**config.mk**
```make
export PLATFORM = sky130hd
export DESIGN_NAME = pixie_dma_sched_flat
export DESIGN_NICKNAME = d
export VERILOG_FILES = /design/src/rtl/pixie_dma_sched_pkg.sv /design/src/rtl/pixie_dma_sched_if.sv /design/src/rtl/pixie_dma_sched_line_buf.sv /design/src/rtl/pixie_dma_sched.sv /design/src/flat_wrapper.sv
export SDC_FILE = /design/constraint.sdc
export NUM_CORES = 1
export LEC_CHECK = 0
export ABC_AREA = 1
export ABC_CLOCK_PERIOD_IN_PS = 3800
export BUFFER_PORTS_ARGS = -buffer_cell sky130_fd_sc_hd__buf_2
export CORE_ASPECT_RATIO = 0.75
export CORE_UTILIZATION = 50
export DETAILED_ROUTE_END_ITERATION = 8
export GPL_TIMING_DRIVEN = 0
export PLACE_DENSITY = 0.81
export SYNTH_ARGS = -nofsm -noshare
export SYNTH_HDL_FRONTEND = slang
export SYNTH_HIERARCHICAL = 1
export SYNTH_SLANG_ARGS = --single-unit
```
**constraint.sdc**
```tcl
create_clock -name clk -period 3.8 [get_ports clk]
set_input_delay 0.19 -clock clk [delete_from_list [all_inputs] [get_ports clk]]
set_output_delay 0.19 -clock clk [all_outputs]
set_load 0.1 [all_outputs]
```
**src/rtl/pixie_dma_sched_pkg.sv**
```systemverilog
// Shared constants and helpers for the Pixie (CDP1861-style) DMA scheduler.
package pixie_pkg;

    localparam logic [3:0] LINE_CYCLES = 4'd14;
    localparam logic [8:0] NTSC_LINES  = 9'd262;
    localparam logic [8:0] PAL_LINES   = 9'd312;
    localparam logic [8:0] DS_NTSC     = 9'd80;
    localparam logic [8:0] DS_PAL      = 9'd104;
    localparam logic [8:0] DISP_ROWS   = 9'd128;
    localparam logic [3:0] LINE_BYTES  = 4'd8;
    localparam logic [3:0] DMA_FIRST   = 4'd2;
    localparam logic [3:0] DMA_LAST    = 4'd12;

    typedef logic [7:0] byte_t;
    typedef logic [3:0] cyc_t;
    typedef logic [8:0] line_t;
    typedef logic [3:0] slot_t;

    // True when v lies in the half-open window [lo, lo+n).
    function automatic logic in_range(line_t v, line_t lo, line_t n);
        return (v >= lo) && (v < lo + n);
    endfunction

endpackage

```
**src/rtl/pixie_dma_sched_if.sv**
```systemverilog
// CPU DMA/interrupt handshake plus completed-line output bus of the scheduler.
interface pixie_dma_sched_if;
    import pixie_pkg::*;

    logic        dma_req;
    logic        dma_ack;
    byte_t       dma_data;
    logic        int_req;
    logic        ef1;
    logic        lb_valid;
    logic [63:0] lb_data;
    logic [6:0]  lb_row;

    modport master (
        output dma_req, int_req, ef1, lb_valid, lb_data, lb_row,
        input  dma_ack, dma_data
    );

    modport slave (
        input  dma_req, int_req, ef1, lb_valid, lb_data, lb_row,
        output dma_ack, dma_data
    );

endinterface

```
**src/rtl/pixie_dma_sched_line_buf.sv**
```systemverilog
// 8x8 line buffer: sequential byte writes by slot index, bulk clear, 64-bit parallel read.
module pixie_line_buf
    import pixie_pkg::*;
(
    input  logic        clk,
    input  logic        reset,
    input  logic        clr,
    input  logic        wr_en,
    input  byte_t       wr_data,
    output slot_t       slot,
    output logic [63:0] rd_data
);

    slot_t slot_reg;

    always_ff @(posedge clk) begin
        if (reset || clr) begin
            slot_reg <= '0;
        end else if (wr_en && (slot_reg < LINE_BYTES)) begin
            slot_reg <= slot_reg + 4'd1;
        end
    end

    assign slot = slot_reg;

    generate
        for (genvar gi = 0; gi < 8; gi++) begin : g_byte
            byte_t byte_reg;

            always_ff @(posedge clk) begin
                if (reset || clr) begin
                    byte_reg <= '0;
                end else if (wr_en && (slot_reg == 4'(gi))) begin
                    byte_reg <= wr_data;
                end
            end

            // Slot 0 lands in the top byte so the leftmost pixel is the MSB.
            assign rd_data[63 - 8*gi -: 8] = byte_reg;
        end
    endgenerate

endmodule

```
**src/rtl/pixie_dma_sched.sv**
```systemverilog
// Pixie video DMA scheduler: line/frame timing, display DMA window, line capture.
// Optional macro PIXIE_PAL_EN enables the pal input (312-line frames, DS=104).
module pixie_dma_sched
    import pixie_pkg::*;
(
    input  logic clk,
    input  logic reset,
    input  logic ce,
    input  logic pal,
    input  logic disp_on,
    input  logic disp_off,
    pixie_dma_sched_if.master bus,
    output logic frame_start,
    output logic underrun
);

    cyc_t  cyc_reg;
    line_t line_reg;
    logic  enable_reg;
    logic  active_reg;
    logic  underrun_reg;
    line_t frame_last;
    line_t ds;
    slot_t slot;
    logic  dma_win;
    logic  lb_fire;
    logic  line_end;
    logic  frame_end;
    logic [63:0] buf_data;

`ifdef PIXIE_PAL_EN
    logic pal_reg;

    // Frame standard only changes at the frame boundary.
    always_ff @(posedge clk) begin
        if (reset) begin
            pal_reg <= 1'b0;
        end else if (ce && frame_end) begin
            pal_reg <= pal;
        end
    end

    assign frame_last = pal_reg ? (PAL_LINES - 9'd1) : (NTSC_LINES - 9'd1);
    assign ds         = pal_reg ? DS_PAL : DS_NTSC;
`else
    logic unused_pal;
    assign unused_pal = pal;
    assign frame_last = NTSC_LINES - 9'd1;
    assign ds         = DS_NTSC;
`endif

    assign line_end  = (cyc_reg == LINE_CYCLES - 4'd1);
    assign frame_end = line_end && (line_reg == frame_last);
    assign dma_win   = active_reg && (cyc_reg >= DMA_FIRST) && (cyc_reg < DMA_LAST)
                       && (slot < LINE_BYTES);
    assign lb_fire   = ce && active_reg && line_end;

    always_ff @(posedge clk) begin
        if (reset) begin
            cyc_reg      <= '0;
            line_reg     <= '0;
            enable_reg   <= 1'b0;
            active_reg   <= 1'b0;
            underrun_reg <= 1'b0;
        end else begin
            if (disp_off) begin
                enable_reg <= 1'b0;
            end else if (disp_on) begin
                enable_reg <= 1'b1;
            end
            if (ce) begin
                if (line_end) begin
                    cyc_reg  <= '0;
                    line_reg <= frame_end ? 9'd0 : line_reg + 9'd1;
                end else begin
                    cyc_reg <= cyc_reg + 4'd1;
                end
                // The whole line runs on the enable sampled during its cycle 0.
                if (cyc_reg == 4'd0) begin
                    active_reg <= enable_reg && in_range(line_reg, ds, DISP_ROWS);
                end
                if (lb_fire && (slot < LINE_BYTES)) begin
                    underrun_reg <= 1'b1;
                end
            end
        end
    end

    pixie_line_buf u_line_buf (
        .clk     (clk),
        .reset   (reset),
        .clr     (ce && (cyc_reg == 4'd0)),
        .wr_en   (ce && bus.dma_ack && dma_win),
        .wr_data (bus.dma_data),
        .slot    (slot),
        .rd_data (buf_data)
    );

    // Outputs are forced low while reset is held so a mid-DMA reset drops dma_req at once.
    assign bus.dma_req  = dma_win && !reset;
    assign bus.int_req  = enable_reg && in_range(line_reg, ds - 9'd2, 9'd2) && !reset;
    assign bus.ef1      = (in_range(line_reg, ds - 9'd4, 9'd4)
                           || in_range(line_reg, ds + 9'd124, 9'd4)) && !reset;
    assign bus.lb_valid = lb_fire && !reset;
    assign bus.lb_data  = reset ? 64'd0 : buf_data;
    assign bus.lb_row   = reset ? 7'd0 : 7'(line_reg - ds);
    assign frame_start  = ce && frame_end && !reset;
    assign underrun     = underrun_reg && !reset;

endmodule

```
**src/flat_wrapper.sv**
```systemverilog
// flat-port wrapper written by rule: the top's interface ports become plain ports
module pixie_dma_sched_flat import pixie_pkg::*;
  (clk, reset, ce, pal, disp_on, disp_off, frame_start, underrun, bus_dma_req, bus_int_req, bus_ef1, bus_lb_valid, bus_lb_data, bus_lb_row, bus_dma_ack, bus_dma_data);
  pixie_dma_sched_if bus_i ();
  input  logic clk;
  input  logic reset;
  input  logic ce;
  input  logic pal;
  input  logic disp_on;
  input  logic disp_off;
  output logic frame_start;
  output logic underrun;
  output wire logic [$bits(bus_i.dma_req)-1:0] bus_dma_req;
  output wire logic [$bits(bus_i.int_req)-1:0] bus_int_req;
  output wire logic [$bits(bus_i.ef1)-1:0] bus_ef1;
  output wire logic [$bits(bus_i.lb_valid)-1:0] bus_lb_valid;
  output wire logic [$bits(bus_i.lb_data)-1:0] bus_lb_data;
  output wire logic [$bits(bus_i.lb_row)-1:0] bus_lb_row;
  input wire logic [$bits(bus_i.dma_ack)-1:0] bus_dma_ack;
  input wire logic [$bits(bus_i.dma_data)-1:0] bus_dma_data;
  assign bus_dma_req = bus_i.dma_req;
  assign bus_int_req = bus_i.int_req;
  assign bus_ef1 = bus_i.ef1;
  assign bus_lb_valid = bus_i.lb_valid;
  assign bus_lb_data = bus_i.lb_data;
  assign bus_lb_row = bus_i.lb_row;
  assign bus_i.dma_ack = bus_dma_ack;
  assign bus_i.dma_data = bus_dma_data;
  pixie_dma_sched u_core (.clk(clk), .reset(reset), .ce(ce), .pal(pal), .disp_on(disp_on), .disp_off(disp_off), .bus(bus_i), .frame_start(frame_start), .underrun(underrun));
endmodule
```
# After elaboration in Yosys (flattened, before gate mapping)
# Cells that the tools add are included.
# op_classes
addsub,4
multipliers,0
div_mod_pow,0
order_cmp,9
eq_ne,9
n_shift,0
mux,4
bitwise,0
reduce_logical,41
# op_table
op,count
64-bit 2-to-1 mux,1
1-bit logical AND,32
"9-bit by 7-bit >= comparator with 1-bit output, second input constant",3
"4-bit by 3-bit equality test with 1-bit output, second input constant",4
"9-bit by 1-bit adder with 9-bit output, second input constant",1
"9-bit equality test, second input constant",1
"9-bit by 8-bit >= comparator with 1-bit output, second input constant",1
"9-bit by 7-bit less-than comparator with 1-bit output, second input constant",1
"9-bit by 8-bit less-than comparator with 1-bit output, second input constant",1
9-bit 2-to-1 mux,1
"4-bit by 1-bit adder with 4-bit output, second input constant",2
"4-bit by 2-bit equality test with 1-bit output, second input constant",2
4-bit zero test,2
"4-bit less-than comparator, second input constant",2
7-bit 2-to-1 mux,1
"7-bit subtractor, second input constant",1
2-bit AND reduction,3
"4-bit by 1-bit equality test with 1-bit output, second input constant",1
"4-bit equality test, second input constant",1
"4-bit by 2-bit >= comparator with 1-bit output, second input constant",1
4-bit 2-to-1 mux,1
1-bit logical OR,2
2-bit OR reduction,1
1-bit zero test,1
# totals
reg_bits,84
latch_bits,0
ram_bits,0
rom_bits,0
in_bits,15
output_inout_bits,77
elab_cells,81
memories,0

# Longest topological paths before layout
# Gate-level depths: netlist (run 1).
# depth
word_depth,6
depth_mapped,10
mapped_depth_nobuf,9

# By module
# The synthesis (run 1) kept the hierarchy.
# modules_own_cells
mod,instances,cells_each,area_each_um2,seq_area_each_um2
pixie_line_buf,1,407,2813.9,1361.3
pixie_dma_sched,1,305,1607.8,320.3

# Worst setup path before layout (run 1)
# No wires, ideal clock.
# synth_timing
kind,flip-flop to output port
startpoint,register u_core.line_reg[4]
endpoint,output bus_ef1
arrival_time_ns,3.849
t_required_ns,3.610
path_slack_ns,-0.239
path_stages_with_launch,4
path_buffers,0
cell_sequence,dfxtp_1 > nor2_1 > nand2_1 > nor3_1
# synth_between
elab_chain_cells,4
word_cells_on_any_way,8
classes_between,order compare (4); reduce/logical (4)
# synth_lines
element,line,rtl
start: declaration,pixie_dma_sched.sv:18,line_t line_reg;
start signal: assignment,pixie_dma_sched.sv:74,line_reg <= frame_end ? 9'd0 : line_reg + 9'd1;
9-bit by 7-bit >= comparator with 1-bit output (tied with other cells),pixie_dma_sched_pkg.sv:21,return (v >= lo) && (v < lo + n);
1-bit logical AND,pixie_dma_sched_pkg.sv:21,
1-bit logical OR *,pixie_dma_sched.sv:103,"|| in_range(line_reg, ds + 9'd124, 9'd4)) && !reset;"
1-bit logical AND *,pixie_dma_sched.sv:103,
end: declaration,flat_wrapper.sv:15,output wire logic [$bits(bus_i.ef1)-1:0] bus_ef1;
# Mark *: on every way between the ends. The rest lies on a longest branch, timed or not.

# Final worst setup path (run 1)
# layout_timing
startpoint,register u_core.line_reg[4]
endpoint,output frame_start
# layout_between
elab_chain_cells,4
# layout_lines
element,line,rtl
9-bit equality test,pixie_dma_sched.sv:53,assign frame_end = line_end && (line_reg == frame_last);
1-bit logical AND,pixie_dma_sched.sv:53,
1-bit logical AND (2 in series),pixie_dma_sched.sv:107,assign frame_start = ce && frame_end && !reset;
end: declaration,flat_wrapper.sv:11,output logic frame_start;
# No other way between the ends.

==> results of run 1 <==
cell usage in the layout (no fill, tap or decap), types with 2 or more instances in the layout:
master,count
nor2_4,6
nor3_1,3
ha_1,11
nor2_2,2
inv_1,120
o21ai_0,7
a21oi_1,13
clkinv_2,2
nand3_1,18
nand4_1,16
nand2_1,176
buf_6,8
nor2_1,209
nand2_2,4
clkbuf_16,9
clkbuf_1,9
buf_2,106
inv_2,2
dfxtp_1,84
worst max path at each step:
| stage | start | endpoint | slack (ps) | cells past startpoint |
|---|---|---|---|---|
| 6_report | u_core/line_reg[4]$_SDFFE_PP0P_ | frame_start | 1490 | 7 |
| 2_1_floorplan | u_core/cyc_reg[2]$_SDFFE_PP0P_ | u_core/underrun_reg$_SDFFE_PP0P_ | 70 | 4 |
| 4_1_cts | u_core/line_reg[4]$_SDFFE_PP0P_ | frame_start | 1500 | 7 |
| 3_3_place_gp | u_core/line_reg[4]$_SDFFE_PP0P_ | frame_start | 1850 | 7 |
| 5_1_grt | u_core/line_reg[4]$_SDFFE_PP0P_ | frame_start | 1390 | 7 |
| 3_5_place_dp | u_core/cyc_reg[2]$_SDFFE_PP0P_ | u_core/u_line_buf/g_byte[0].byte_reg[5]$_SDFFE_PP0P_ | 1790 | 10 |
final cells by class:
type / count / area (sq um) / area share
multi-input combinational: 475 / 2087 / 0.3952
buffer: 30 / 193.9 / 0.03672
inverter: 123 / 464.2 / 0.08789
clock buffer: 14 / 254.0 / 0.04809
tap: 108 / 135.1 / 0.02559
sequential: 84 / 1682 / 0.3184
clock inverter: 2 / 10.01 / 0.001895
timing repair buffer: 90 / 455.4 / 0.08624
per-stage QoR:
| step | util | area (sq um) | instances | hold WS, ps | power [W] |
|---|---|---|---|---|---|
| after floorplan | - | 4427 | 712 | 266.8 | 0.0009913 |
| after global placement | 0.5872 | 5007 | 909 | 353.2 | 0.001028 |
| after detailed placement | 0.5872 | 5007 | 909 | 355.9 | 0.001030 |
| after CTS | 0.6194 | 5281 | 926 | 88.34 | 0.001818 |
| after global routing | 0.6194 | 5281 | 926 | 111.1 | 0.001864 |
| final | 0.6194 | 5281 | 926 | 87.86 | 0.001811 |
critical path, delay by kind of cell (launching register included):
kind | cells | cell delay, ps
and+or+nand+nor | 4 | 610
buffers and inverters | 2 | 590
adders and majority gates | 1 | 190
DFF | 1 | 380
power groups by stage:
stage,Combinational [W],Sequential (W),Clock (W)
final,0.000127,0.000888,0.000796
after global routing,0.000140,0.000888,0.000836
after CTS,0.000124,0.000888,0.000806
after detailed placement,0.000123,0.000907,0
after global placement,0.000121,0.000907,0
after floorplan,0.0000849,0.000906,0
layer usage:
layer / GRT usage / vias up
li1: - / 2295
met1: 0.3484 / 2005
met2: 0.3902 / 196
met3: 0.08029 / 13
met4: 0.07030 / 0
met5: 0 / -
logic make-up after synthesis:
| group | after synthesis |
|---|---|
| AOI/OAI and AO/OA | 24 |
| adders and majority gates | 11 |
| buffers and inverters | 153 |
| DFF | 84 |
| and+or+nand+nor | 440 |
repair_timing:
| item | in CTS | in global routing |
|---|---|---|
| hold buffers | 1 | 0 |
| gates resized for setup | 0 | 0 |
| endpoints found under the hold margin | 1 | 0 |
==> results.yml, run 1 <==
pwr:
  vdd_drop_max_mv: 0.3039
  p_int_w: 0.001376
  switching_share: 0.2402
  leakage_nw: 2.475
  p_seq_frac: 0.490
  power_density_nw_per_um2: 342.9
  p_clk_frac: 0.439
  p_comb_frac: 0.070
  power.net_switching_w: 0.0004349
setup_path:
  reg2reg_from: "u_core/cyc_reg[2]$_SDFFE_PP0P_"
  endpoint_kind: "output port"
  crit_required_ps: 3610
  cp_cell_sequence: "inv_1, ha_1, nand2_1, nor3_1, nand3_1, nor2_1, buf_2"
  cp_slowest_cell: "buf_2"
  r2r_end: "u_core/u_line_buf/g_byte[6].byte_reg[6]$_SDFFE_PP0P_"
  cp-start-kind: "flip-flop"
  critPathKind: "reg -> out"
  cpPeakStageDelay_ps: 430
  rr_worst_depth: 10
  critPathArrivalTime_ps: 2120
  rrSetupSlack_ps: 1770
  path_max_fanout: 7
grt:
  gr-usage-all-layers: 0.2559
  grt_max_degree: 13
  grt_pass1_vias: 4060
  grt.overflow.total: 0
  antenna_found_initial: 0
  grt_pass1_wl_mm: 18.85
synthesis:
  synth_xor_area_frac: 0
  netlist_area_sq_um: 4422
  synth-seq-area-share: 0.3803
  synth_top_family_by_area: "simple AND/OR/NAND/NOR gates"
  synthArstFlopShare: 0
  ys_warn_count: 6
  synthMuxAreaShare: 0
  syn_avg_cell_area_sq_um: 6.210
  yosys-top-cells-area: "dfxtp_1 (38%), nor2_1 (18%), nand2_1 (15%)"
  synthCells: 712
  synth_compound_area_frac: 0.02971
  synthTopCellsByCount: "nor2_1 (209), nand2_1 (176), inv_1 (120)"
  yosysTopAreaCellShare: 0.3803
  synth_seq_cells: 84
  synth_adder_area_share: 0.03113
  synth-edff-count: 0
  synth_nets: 738
  synth.most_common_cell: "nor2_1"
  synthFlopType: "dfxtp_1"
  synthSimpleGateAreaFrac: 0.4100
  synth.distinct_cells: 27
  synth_top_area_cell: "dfxtp_1"
timing:
  fin_skew_ps: 7.173
  finalHoldViolations: 0
  period_share: 0.6087
  fmax_ghz: 0.4323
  rsz0062_at_grt: "no"
  timing.final.ws_setup_ps: 1487
  timing.setup.tns_ps: 0
  finalCriticalPeriod_ps: 2313
  tightestPinTransition_ps: 641.6
  slew_viol_final: 0
  finalSetupViolations: 0
  relSlewSlack: 0.5723
route:
  wl_per_cell_um: 12.36
  vias: 4509
  wl_met3_mm: 1.042
  drt_pre_antenna_iters: 5
  met2RoutedLength_mm: 5.082
  drc: 0
  finalWirelength_mm: 11.45
  viasPerCell: 4.869
  drtIter0Drc: 290
  wirelength_met1_mm: 5.182
  ant_nets: 0
  routed.top_layer: "met4"
place:
  place_ws_ps: 1791
  gp_congestion: 0.9090
  port_buffers: 89
  hpwl_mm: 8.473
cts:
  cts_inserted_buffers: 9
  cts_tree: "done"
  clk_latency_ps: 340
  root_buffer: "clkbuf_16"
  cts.sinks: 84
  cts.clk_slew.worst_paths_ps: 60
  clk_path_buf_depth: 2
  postCtsSetupRepairBufs: 0
  htree_levels: 3
final_layout:
  syn_to_final_growth_pct: 19.44
  layout.nets: 839
  diodes: 0
  largest_reg_flops: 64
  nFillCells: 808
  final_layout_size_suffix_gt1_frac: 0.1809
hold_path:
  min_path_cells: 3
  hold_end: "u_core/u_line_buf/g_byte[7].byte_reg[6]$_SDFFE_PP0P_"
  hold_path.startpoint: "bus_dma_data[6]"
  hp-class: "in -> reg"
floorplanning:
  initial_utilization: 0.5186
  rows: 29
  die_h_um: 83.44
  die_area_sq_um: 9227
  die_x_um: 110.6
  ioPinCount: 92
  core-area_sq_um: 8527
run_status:
  status: "completed"
run:
  cap_violations: 0
No activity file was read; power rests on OpenSTA's default activity.
==> run 2, diff against run 1 <==
Settings changed: ABC_CLOCK_PERIOD_IN_PS 3800 to 2430.
Clock period 3.8 ns to 2.43 ns, I/O delays scaled along.
==> results.yml, run 2 (synthesis gave the netlist of run 1 again) <==
run_status:
  status: "completed"
pwr:
  vdd_drop_max_mv: 0.5463
  leakage_nw: 2.503
  power_density_nw_per_um2: 559.8
  totalPowerFinal_w: 0.002992
route:
  vias: 4548
  wl_per_cell_um: 12.54
  drc: 0
  drt_pre_antenna_iters: 5
  ant_nets: 0
  drtIter0Drc: 288
  viasPerCell: 4.911
  finalWirelength_mm: 11.61
final_layout:
  final_layout_size_suffix_gt1_frac: 0.1858
  final_cell_mix: "nor2_1 (208), nand2_1 (176), inv_1 (120)"
  diodes: 0
  largest_reg_flops: 64
  final_common_cell: "nor2_1"
  layout.nets: 839
  syn_to_final_growth_pct: 20.88
  nFillCells: 783
floorplanning:
  initial_utilization: 0.5186
  die_h_um: 83.44
  die_x_um: 110.6
  core-area_sq_um: 8527
  ioPinCount: 92
  die_area_sq_um: 9227
  rows: 29
cts:
  htree_levels: 3
  cts.sinks: 84
  cts_inserted_buffers: 9
  clk_path_buf_depth: 2
  cts-resized-gates: 0
  root_buffer: "clkbuf_16"
  clk_latency_ps: 350
  cts_tree: "done"
  cts.clk_slew.worst_paths_ps: 60
place:
  gp_congestion: 0.8882
  place_ws_ps: 417.8
  hpwl_mm: 8.430
  port_buffers: 89
timing:
  timing.final.ws_setup_ps: 119.6
  fin_skew_ps: 7.624
  relSlewSlack: 0.5427
  tightestPinTransition_ps: 685.9
  finalHoldViolations: 0
  rsz0062_at_grt: "no"
  finalCriticalPeriod_ps: 2310
  fmax_ghz: 0.4328
  timing.hold.ws_ps: 22.46
  period_share: 0.9508
  finalSetupViolations: 0
  slew_viol_final: 0
grt:
  grt_pass1_wl_mm: 19.00
  antenna_found_initial: 0
  grt_pass1_vias: 4083
  grt_max_degree: 14
  gr-usage-all-layers: 0.2595
  grt.overflow.total: 0
setup_path:
  path_max_fanout: 7
  cp-start-kind: "flip-flop"
  crit_required_ps: 2310
  cp_slowest_cell: "buf_2"
  critPathArrivalTime_ps: 2190
  cp_cell_sequence: "inv_1, ha_1, nand2_1, nor3_1, nand3_1, nor2_1, buf_2"
  endpoint_kind: "output port"
  critPathTopFamily: "simple AND/OR/NAND/NOR gates"
  cpPeakStageDelay_ps: 430
  critPathKind: "reg -> out"
  crit_buf_inv: 2
run:
  cap_violations: 0
hold_path:
  hp-class: "in -> reg"
run 2: cell count changes in the layout (fill, tap and decap cells not counted), sizes merged:
cell,change
bufinv,+1
clkbuf,-1
clkinv,-1
inv,+1
run 2: report_power, final:
| group | internal, W | switching (W) |
|---|---|---|
| Combinational | 0.0000509 | 0.000151 |
| Sequential | 0.00138 | 0.00000521 |
| Clock | 0.000855 | 0.000548 |
run 2: area by class of cell:
class                           instances  area, sq um  share of cell area
Multi-Input combinational cell        475         2111              0.3949
Buffer                                 30        193.9             0.03628
Sequential cell                        84         1682              0.3146
Inverter                              123        464.2             0.08684
Clock buffer                           13        260.3             0.04869
Timing Repair Buffer                   90        455.4             0.08521
Clock inverter                          3        43.79            0.008193
Tap cell                              108        135.1             0.02528
run 2: what timing repair did:
item,CTS,global route
hold buffers,1,0
setup buffers,0,0
hold endpoints to repair,1,0
run 2: final timing paths:
check | start | end | slack [ps] | cells after the start
min reg2reg | u_core/underrun_reg$_SDFFE_PP0P_ | u_core/underrun_reg$_SDFFE_PP0P_ | 470 | 2
min | bus_dma_data[2] | u_core/u_line_buf/g_byte[7].byte_reg[2]$_SDFFE_PP0P_ | 20 | 3
max | u_core/line_reg[4]$_SDFFE_PP0P_ | frame_start | 120 | 7
max reg2reg | u_core/cyc_reg[2]$_SDFFE_PP0P_ | u_core/u_line_buf/g_byte[0].byte_reg[5]$_SDFFE_PP0P_ | 400 | 10
run 2: stage by stage:
stage                     setup TNS (ps)  std cells  cell area, sq um    util
after global routing                   0        926              5345  0.6269
after CTS                              0        926              5345  0.6269
after global placement                 0        909              5031  0.5900
final                                  0        926              5345  0.6269
after floorplan                   -1.292        712              4451       -
after detailed placement               0        909              5031  0.5900
run 2: per-layer routing:
layer | wire length (um) | vias up | GRT usage
met5 | 0 | - | 0
met4 | 206 | 0 | 0.09455
met1 | 5362 | 2045 | 0.3547
li1 | - | 2295 | -
met3 | 1052 | 20 | 0.07007
met2 | 4992 | 188 | 0.3919
run 2: worst min-delay path, delay by kind of cell:
kind	cells	cell delay (ps)
buffers and inverters	1	90
AND/OR/NAND/NOR	2	120
